--- src/rtl/ulbf_data_pkg.sv ---
// ulbf_data_pkg
// Shared definitions for the uplink beamformer AXI4-Stream to RAM capture
// stage: FSM state encoding, counter/address widths and the error counter
// saturation value.
package ulbf_data_pkg;

    localparam int ULBF_CNT_W  = 12;
    localparam int ULBF_ADDR_W = 16;

    localparam logic [15:0] ERR_CNT_MAX = 16'hFFFF;

    typedef enum logic [1:0] {
        IDLE = 2'd0,
        RUN  = 2'd1,
        DONE = 2'd2
    } ulbf_state_e;

endpackage

--- src/rtl/ulbf_data_wrap_cnt.sv ---
// ulbf_data_wrap_cnt
// Modulo counter: counts 0..max_val, returning to 0 on the increment that
// finds it at max_val.
// Ports:
//   clk, rst  - clock, synchronous active-high reset
//   clear     - synchronous clear to 0 (wins over inc)
//   inc       - advance by one
//   max_val   - terminal count
//   count     - current value
//   wrap      - combinational pulse: inc while count == max_val
module ulbf_data_wrap_cnt #(
    parameter int W = 12
) (
    input  logic         clk,
    input  logic         rst,
    input  logic         clear,
    input  logic         inc,
    input  logic [W-1:0] max_val,
    output logic [W-1:0] count,
    output logic         wrap
);

    logic [W-1:0] count_r;
    logic         at_max_s;

    assign at_max_s = (count_r == max_val);
    assign wrap     = inc & at_max_s;
    assign count    = count_r;

    // Counter register with clear priority and modulo wrap.
    always_ff @(posedge clk) begin
        if (rst) begin
            count_r <= '0;
        end else if (clear) begin
            count_r <= '0;
        end else if (inc) begin
            if (at_max_s) begin
                count_r <= '0;
            end else begin
                count_r <= count_r + W'(1);
            end
        end
    end

endmodule

--- src/rtl/ulbf_data_axis2ram_64b.sv ---
// ulbf_data_axis2ram_64b
// Capture stage for the uplink beamformer: accepts a 64-bit AXI4-Stream,
// writes each beat into a RAM write port (address wraps at a programmable
// depth), counts blocks/iterations, checks TLAST placement and raises done
// after niter blocks.
// Optional build macro ULBF_DATA_AXIS2RAM_CHECKSUM_EN adds a rotate-xor
// checksum output over accepted (keep-masked) data.
// Ports:
//   s_axis_clk/s_axis_rst - clock, synchronous active-high reset
//   go, done              - capture enable level / capture complete
//   block_size, niter, rollover_addr - configuration, latched at start
//   s_axis_*              - AXI4-Stream slave
//   ram_we/ram_addr/ram_din - registered RAM write port (1-cycle latency)
//   beat_count, tlast_err, err_count - status
module ulbf_data_axis2ram_64b
    import ulbf_data_pkg::*;
#(
    parameter int DATA_WIDTH     = 64,
    parameter int GO_SYNC_STAGES = 3
) (
    input  logic                      s_axis_clk,
    input  logic                      s_axis_rst,
    input  logic                      go,
    output logic                      done,
    input  logic [ULBF_CNT_W-1:0]     block_size,
    input  logic [ULBF_CNT_W-1:0]     niter,
    input  logic [ULBF_ADDR_W-1:0]    rollover_addr,
    input  logic                      s_axis_tvalid,
    output logic                      s_axis_tready,
    input  logic                      s_axis_tlast,
    input  logic [DATA_WIDTH-1:0]     s_axis_tdata,
    input  logic [DATA_WIDTH/8-1:0]   s_axis_tkeep,
`ifdef ULBF_DATA_AXIS2RAM_CHECKSUM_EN
    output logic [DATA_WIDTH-1:0]     checksum,
`endif
    output logic [DATA_WIDTH/8-1:0]   ram_we,
    output logic [ULBF_ADDR_W-1:0]    ram_addr,
    output logic [DATA_WIDTH-1:0]     ram_din,
    output logic [31:0]               beat_count,
    output logic                      tlast_err,
    output logic [15:0]               err_count
);

    logic [GO_SYNC_STAGES-1:0] go_sync_r;
    logic                      go_int_s;
    ulbf_state_e               state_r, state_nxt_s;
    logic [ULBF_CNT_W-1:0]     bs_m1_r, ni_m1_r;
    logic [ULBF_ADDR_W-1:0]    ro_m1_r;
    logic                      free_run_r;
    logic                      tready_r, done_r, tlast_err_r;
    logic [DATA_WIDTH/8-1:0]   ram_we_r;
    logic [ULBF_ADDR_W-1:0]    ram_addr_r;
    logic [DATA_WIDTH-1:0]     ram_din_r;
    logic [31:0]               beat_count_r;
    logic [15:0]               err_count_r;
    logic [ULBF_CNT_W-1:0]     block_cnt_s, iter_cnt_s;
    logic [ULBF_ADDR_W-1:0]    wr_addr_s;
    logic                      block_wrap_s, iter_wrap_s, addr_wrap_unused_s;
    logic                      start_s, accept_s, final_s, tlast_bad_s;

    assign go_int_s    = go_sync_r[GO_SYNC_STAGES-1];
    assign start_s     = (state_r == IDLE) & go_int_s;
    // go_int low aborts: a beat presented on that edge is not taken.
    assign accept_s    = s_axis_tvalid & tready_r & go_int_s & (state_r == RUN);
    // iter counter wraps exactly on the last beat of block niter-1.
    assign final_s     = iter_wrap_s & ~free_run_r;
    assign tlast_bad_s = accept_s & (s_axis_tlast != (block_cnt_s == bs_m1_r));

    assign done          = done_r;
    assign s_axis_tready = tready_r;
    assign ram_we        = ram_we_r;
    assign ram_addr      = ram_addr_r;
    assign ram_din       = ram_din_r;
    assign beat_count    = beat_count_r;
    assign tlast_err     = tlast_err_r;
    assign err_count     = err_count_r;

    // go synchroniser shift chain; the top bit is go_int.
    always_ff @(posedge s_axis_clk) begin
        if (s_axis_rst) begin
            go_sync_r <= '0;
        end else begin
            go_sync_r <= (go_sync_r << 1) | GO_SYNC_STAGES'(go);
        end
    end

    // Next-state logic for the capture FSM.
    always_comb begin
        state_nxt_s = state_r;
        case (state_r)
            IDLE: begin
                if (go_int_s) state_nxt_s = RUN;
                else          state_nxt_s = IDLE;
            end
            RUN: begin
                if (!go_int_s)    state_nxt_s = IDLE;
                else if (final_s) state_nxt_s = DONE;
                else              state_nxt_s = RUN;
            end
            DONE: begin
                if (!go_int_s) state_nxt_s = IDLE;
                else           state_nxt_s = DONE;
            end
            default: state_nxt_s = IDLE;
        endcase
    end

    // State register plus ready/done, both derived from the next state so
    // tready drops on the very edge that enters DONE.
    always_ff @(posedge s_axis_clk) begin
        if (s_axis_rst) begin
            state_r  <= IDLE;
            tready_r <= 1'b0;
            done_r   <= 1'b0;
        end else begin
            state_r  <= state_nxt_s;
            tready_r <= (state_nxt_s == RUN);
            done_r   <= (state_nxt_s == DONE);
        end
    end

    // Configuration latched at start; the -1 wrap maps 0 to the maximum.
    always_ff @(posedge s_axis_clk) begin
        if (s_axis_rst) begin
            bs_m1_r    <= '0;
            ni_m1_r    <= '0;
            ro_m1_r    <= '0;
            free_run_r <= 1'b0;
        end else if (start_s) begin
            bs_m1_r    <= block_size - 12'd1;
            ni_m1_r    <= niter - 12'd1;
            ro_m1_r    <= rollover_addr - 16'd1;
            free_run_r <= (niter == 12'd0);
        end
    end

    ulbf_data_wrap_cnt #(.W(ULBF_CNT_W)) u_block_cnt (
        .clk(s_axis_clk), .rst(s_axis_rst), .clear(start_s), .inc(accept_s),
        .max_val(bs_m1_r), .count(block_cnt_s), .wrap(block_wrap_s)
    );

    ulbf_data_wrap_cnt #(.W(ULBF_CNT_W)) u_iter_cnt (
        .clk(s_axis_clk), .rst(s_axis_rst), .clear(start_s), .inc(block_wrap_s),
        .max_val(ni_m1_r), .count(iter_cnt_s), .wrap(iter_wrap_s)
    );

    ulbf_data_wrap_cnt #(.W(ULBF_ADDR_W)) u_wr_addr (
        .clk(s_axis_clk), .rst(s_axis_rst), .clear(start_s), .inc(accept_s),
        .max_val(ro_m1_r), .count(wr_addr_s), .wrap(addr_wrap_unused_s)
    );

    // Registered RAM write port; we is zero on cycles without an accept.
    always_ff @(posedge s_axis_clk) begin
        if (s_axis_rst) begin
            ram_we_r   <= '0;
            ram_addr_r <= '0;
            ram_din_r  <= '0;
        end else begin
            ram_we_r <= accept_s ? s_axis_tkeep : '0;
            if (accept_s) begin
                ram_addr_r <= wr_addr_s;
                ram_din_r  <= s_axis_tdata;
            end
        end
    end

    // Beat counter and TLAST error status, cleared on each start.
    always_ff @(posedge s_axis_clk) begin
        if (s_axis_rst) begin
            beat_count_r <= '0;
            tlast_err_r  <= 1'b0;
            err_count_r  <= '0;
        end else if (start_s) begin
            beat_count_r <= '0;
            tlast_err_r  <= 1'b0;
            err_count_r  <= '0;
        end else begin
            if (accept_s) begin
                beat_count_r <= beat_count_r + 32'd1;
            end
            if (tlast_bad_s) begin
                tlast_err_r <= 1'b1;
                if (err_count_r != ERR_CNT_MAX) begin
                    err_count_r <= err_count_r + 16'd1;
                end
            end
        end
    end

`ifdef ULBF_DATA_AXIS2RAM_CHECKSUM_EN
    logic [DATA_WIDTH-1:0] checksum_r;

    function automatic logic [DATA_WIDTH-1:0] keep_mask(
        input logic [DATA_WIDTH-1:0]   d,
        input logic [DATA_WIDTH/8-1:0] k
    );
        logic [DATA_WIDTH-1:0] m;
        m = '0;
        for (int b = 0; b < DATA_WIDTH/8; b++) begin
            m[b*8 +: 8] = k[b] ? d[b*8 +: 8] : 8'h00;
        end
        return m;
    endfunction

    assign checksum = checksum_r;

    // Rotate-left-by-one then xor in the keep-masked data of each accept.
    always_ff @(posedge s_axis_clk) begin
        if (s_axis_rst) begin
            checksum_r <= '0;
        end else if (start_s) begin
            checksum_r <= '0;
        end else if (accept_s) begin
            checksum_r <= {checksum_r[DATA_WIDTH-2:0], checksum_r[DATA_WIDTH-1]}
                          ^ keep_mask(s_axis_tdata, s_axis_tkeep);
        end
    end
`endif

endmodule

--- config.mk ---
export PLATFORM = sky130hd
export DESIGN_NAME = ulbf_data_axis2ram_64b
export DESIGN_NICKNAME = d
export VERILOG_FILES = /design/src/rtl/ulbf_data_pkg.sv /design/src/rtl/ulbf_data_wrap_cnt.sv /design/src/rtl/ulbf_data_axis2ram_64b.sv
export SDC_FILE = /design/constraint.sdc
export NUM_CORES = 1
export LEC_CHECK = 0
export ABC_AREA = 1
export CORE_MARGIN = 8
export CORE_UTILIZATION = 35
export DETAILED_ROUTE_END_ITERATION = 8
export DONT_BUFFER_PORTS = 1
export PLACE_DENSITY_LB_ADDON = 0.05
export SYNTH_ARGS = -nofsm -noshare
export SYNTH_HDL_FRONTEND = slang
export SYNTH_SLANG_ARGS = --single-unit
--- constraint.sdc ---
create_clock -name s_axis_clk -period 3.6 [get_ports s_axis_clk]
set_clock_uncertainty 0.2 [all_clocks]
set_input_delay 0.18 -clock s_axis_clk [delete_from_list [all_inputs] [get_ports s_axis_clk]]
set_output_delay 0.18 -clock s_axis_clk [all_outputs]
set_load 0.05 [all_outputs]
==> flow_metrics.py <==
metrics = {
    "clock_tree": {
        "cts-root-buf": "clkbuf_16",
        "insertion_delay_ns": 0.53,
        "cts.clk_slew.worst_paths_ns": 0.06,
        "clock_sinks": 225,
        "clock_path_buffers": 3,
        "htree_levels": 1,
        "tritoncts": "built",
        "numCtsBuffers": 26,
        "post_cts_resized": 0,
    },
    "power": {
        "powerDensity_nw_per_um2": 412,
        "switchingPower_w": 0.00123,
        "clockPowerShare": 0.480,
        "irDropWorstVdd_mv": 0.302,
        "p_int_w": 0.00424,
        "p_total_w": 0.00547,
        "seqPwrFrac": 0.461,
        "power_frac_comb": 0.059,
        "p_sw_frac": 0.225,
        "leakage_nw": 5.29,
    },
    "synth": {
        "ys_top_cells_by_count": "295 x nor2_1, 225 x dfxtp_1, 210 x nand2_1",
        "synth_edf_count": 0,
        "syn_nets": 1556,
        "synth.distinct_cells": 44,
        "synth.area.top_cells": "dfxtp_1 44%, nor2_1 11%, nand2_1 7.6%, o21ai_0 6.8%, inv_1 4.6%",
        "synth_top_area_frac": 0.437,
        "yosys_warnings": 0,
        "ys.flop_type": "dfxtp_1",
        "synth-async-reset-ratio": 0,
        "syn_area_um2": 10300,
        "ys_seq_area_frac": 0.437,
        "synthCells": 1431,
        "yosys.area.top_type": "dfxtp_1",
        "syn_avg_cell_area_um2": 7.20,
        "synth_seq_cells": 225,
        "synth_most_common_cell": "nor2_1",
    },
    "placed_design": {
        "gp_congestion": 0.801,
        "dp.cells": 1798,
        "post-dp-hpwl_um": 22000,
        "dp_slack_ns": 1.16,
        "port_buffers": 0,
    },
    "worst_hold_path": {
        "min_delay_path_depth": 3,
        "hp-class": "primary input to register",
        "min_from": "s_axis_rst",
    },
    "sta": {
        "setup_viol": 0,
        "setup_slack_ns": 0.327,
        "rsz0062_at_grt": "false",
        "fmax_mhz": 306,
        "hold_violations": 0,
        "fin_crit_sh": 0.909,
        "relSlewSlack": 0.389,
        "tightest_slew_ns": 0.914,
        "setup_tns_ns": 0,
        "period_needed_ns": 3.27,
        "maxSlewViolCount": 0,
    },
    "detailed_routing": {
        "drt_iter0_drc": 503,
        "routed_wl_um": 31800,
        "drtPass1Iterations": 5,
        "wire_per_inst_um": 15.8,
        "postRouteAntennaNets": 0,
        "vias": 9677,
        "drc_errors": 0,
        "viasPerCell": 4.82,
    },
    "setup_path": {
        "reg2reg_depth": 9,
        "cp-startpoint": "niter[0]",
        "r2r-start": "go_sync_r[2]",
        "worstPathRequired_ns": 3.81,
        "worstPathMaxFanout": 3,
        "arrival_ns": 3.48,
        "worstSetupPathType": "primary input to register",
        "startpoint_type": "primary input",
        "worstSetupEndpointType": "register",
    },
    "flow_run": {
        "cap_viol_max_count": 0,
    },
    "global_route": {
        "grt_pass1_vias": 9680,
        "grtUsageMet3": 0.0529,
        "use_met1": 0.217,
        "grt_antenna_before_repair": 0,
        "grt_use_total": 0.175,
        "grt_most_used_layer": "met2",
        "met2_usage": 0.292,
        "grt_pass1_wl_um": 51700,
        "overflow": 0,
        "grt_max_degree": 72,
    },
    "floorplanning": {
        "rows": 63,
        "io-pin-count": 256,
        "fp.dieH_um": 188,
        "die_area_um2": 35200,
        "core_um2": 29300,
        "fp.dieW_um": 188,
        "initial_core_util": 0.351,
    },
    "final_layout": {
        "layout-drive-gt1-share": 0.0656,
        "syn2layout_area_growth_pct": 28.9,
        "seq_area_um2": 4500,
        "num-fill-cells": 2931,
        "multiInputGateArea_um2": 5070,
        "instances_no_fill": 2006,
        "finalNetCount": 1722,
        "antenna_cells": 0,
    },
    "outcome": {
        "run_status": "completed",
    },
}
[worst max-delay path, cell delays in order]
cell           delay, ns
dlygate4sd3_1       0.57
inv_1               0.09
ha_1                0.16
nand2_1             0.06
dlygate4sd3_1       0.58
nor2_1              0.14
nand2_1             0.12
nor2_1              0.17
inv_1               0.07
o21ai_0             0.16
dlygate4sd3_1       0.57
a21oi_1             0.06
dlygate4sd3_1       0.56
[per-layer routing]
metal,vias to the layer above,wire (um)
li1,4994,-
met1,4388,13900
met2,254,14600
met3,41,2450
met4,0,711
met5,-,0
[cells in the final DEF (no fill, tap or decap), types with 2 or more instances in the layout]
master,count
nor3b_1,3
nand2_2,2
ha_1,8
inv_1,125
nor2_4,3
clkinv_1,2
or2_0,3
xor2_1,47
xnor2_1,34
o211ai_1,7
clkbuf_1,4
nor2_2,2
dlygate4sd3_1,161
nand4_1,27
or2_2,9
clkbuf_16,27
nand3_1,66
nor4_1,4
a31oi_1,11
o21ai_0,139
dfxtp_1,225
buf_4,35
a21oi_1,79
nand4_2,2
nor3_1,38
o31ai_1,2
a211oi_1,6
nand3b_1,6
clkbuf_8,6
a311oi_1,2
clkinv_2,9
nor3_2,3
nand2_1,210
nor2_1,295
[state kept, by name, summed over array words and instances (netlist names), 2 cells and up]
signal             flops
beat_count            32
ni_m1_r               12
state_r                2
err_count             16
ram_addr              16
u_wr_addr.count       16
u_block_cnt.count     12
bs_m1_r               12
ram_din               64
go_sync_r              3
ram_we                 8
ro_m1_r               16
u_iter_cnt.count      12
[power groups by stage]
stage	clock [W]	combinational, W	sequential [W]
after floorplan	0	0.000135	0.00257
after global placement	0	0.000178	0.00258
after detailed placement	0	0.000178	0.00258
after CTS	0.00271	0.000324	0.00252
after global routing	0.00280	0.000358	0.00252
final	0.00262	0.000323	0.00252
[final cells by class]
| type | instances | share of cell area |
|---|---|---|
| Sequential cell | 225 | 0.339 |
| Clock buffer | 37 | 0.0582 |
| Multi-Input combinational cell | 1018 | 0.382 |
| Tap cell | 390 | 0.0367 |
| Timing Repair Buffer | 196 | 0.141 |
| Clock inverter | 10 | 0.00612 |
| Inverter | 130 | 0.0369 |
[through the flow]
step	hold slack, ns	cell area, um2	utilization
floorplan	0.0700	10300	-
global placement	0.0564	10800	0.369
detailed placement	0.0557	10800	0.369
CTS	0.0357	13300	0.453
global route	0.0795	13300	0.453
finish	0.0325	13300	0.453
[worst paths after layout]
check | endpoint | slack [ns]
min reg2reg | go_sync_r[2] | 0.20
max | ni_m1_r[10] | 0.33
max reg2reg | ni_m1_r[11] | 0.40
min | ram_din[37] | 0.03
[repair_timing]
action	4_1_cts	5_1_grt
endpoints found under the setup margin	0	0
setup buffers	0	0
hold endpoints to repair	156	0
hold buffers	161	0
[cells by family (layout without fill, tap and decap cells)]
family,count (synthesis),count (layout),synth area share
AO/OA/AOI/OAI,252,252,0.130
XOR/XNOR,81,81,0.0688
adder cells (fa/ha/maj),8,8,0.00971
buffers and inverters,188,373,0.0714
flip-flops,225,225,0.437
AND/OR/NAND/NOR,677,677,0.283
Power figures use the tool's default switching activity.
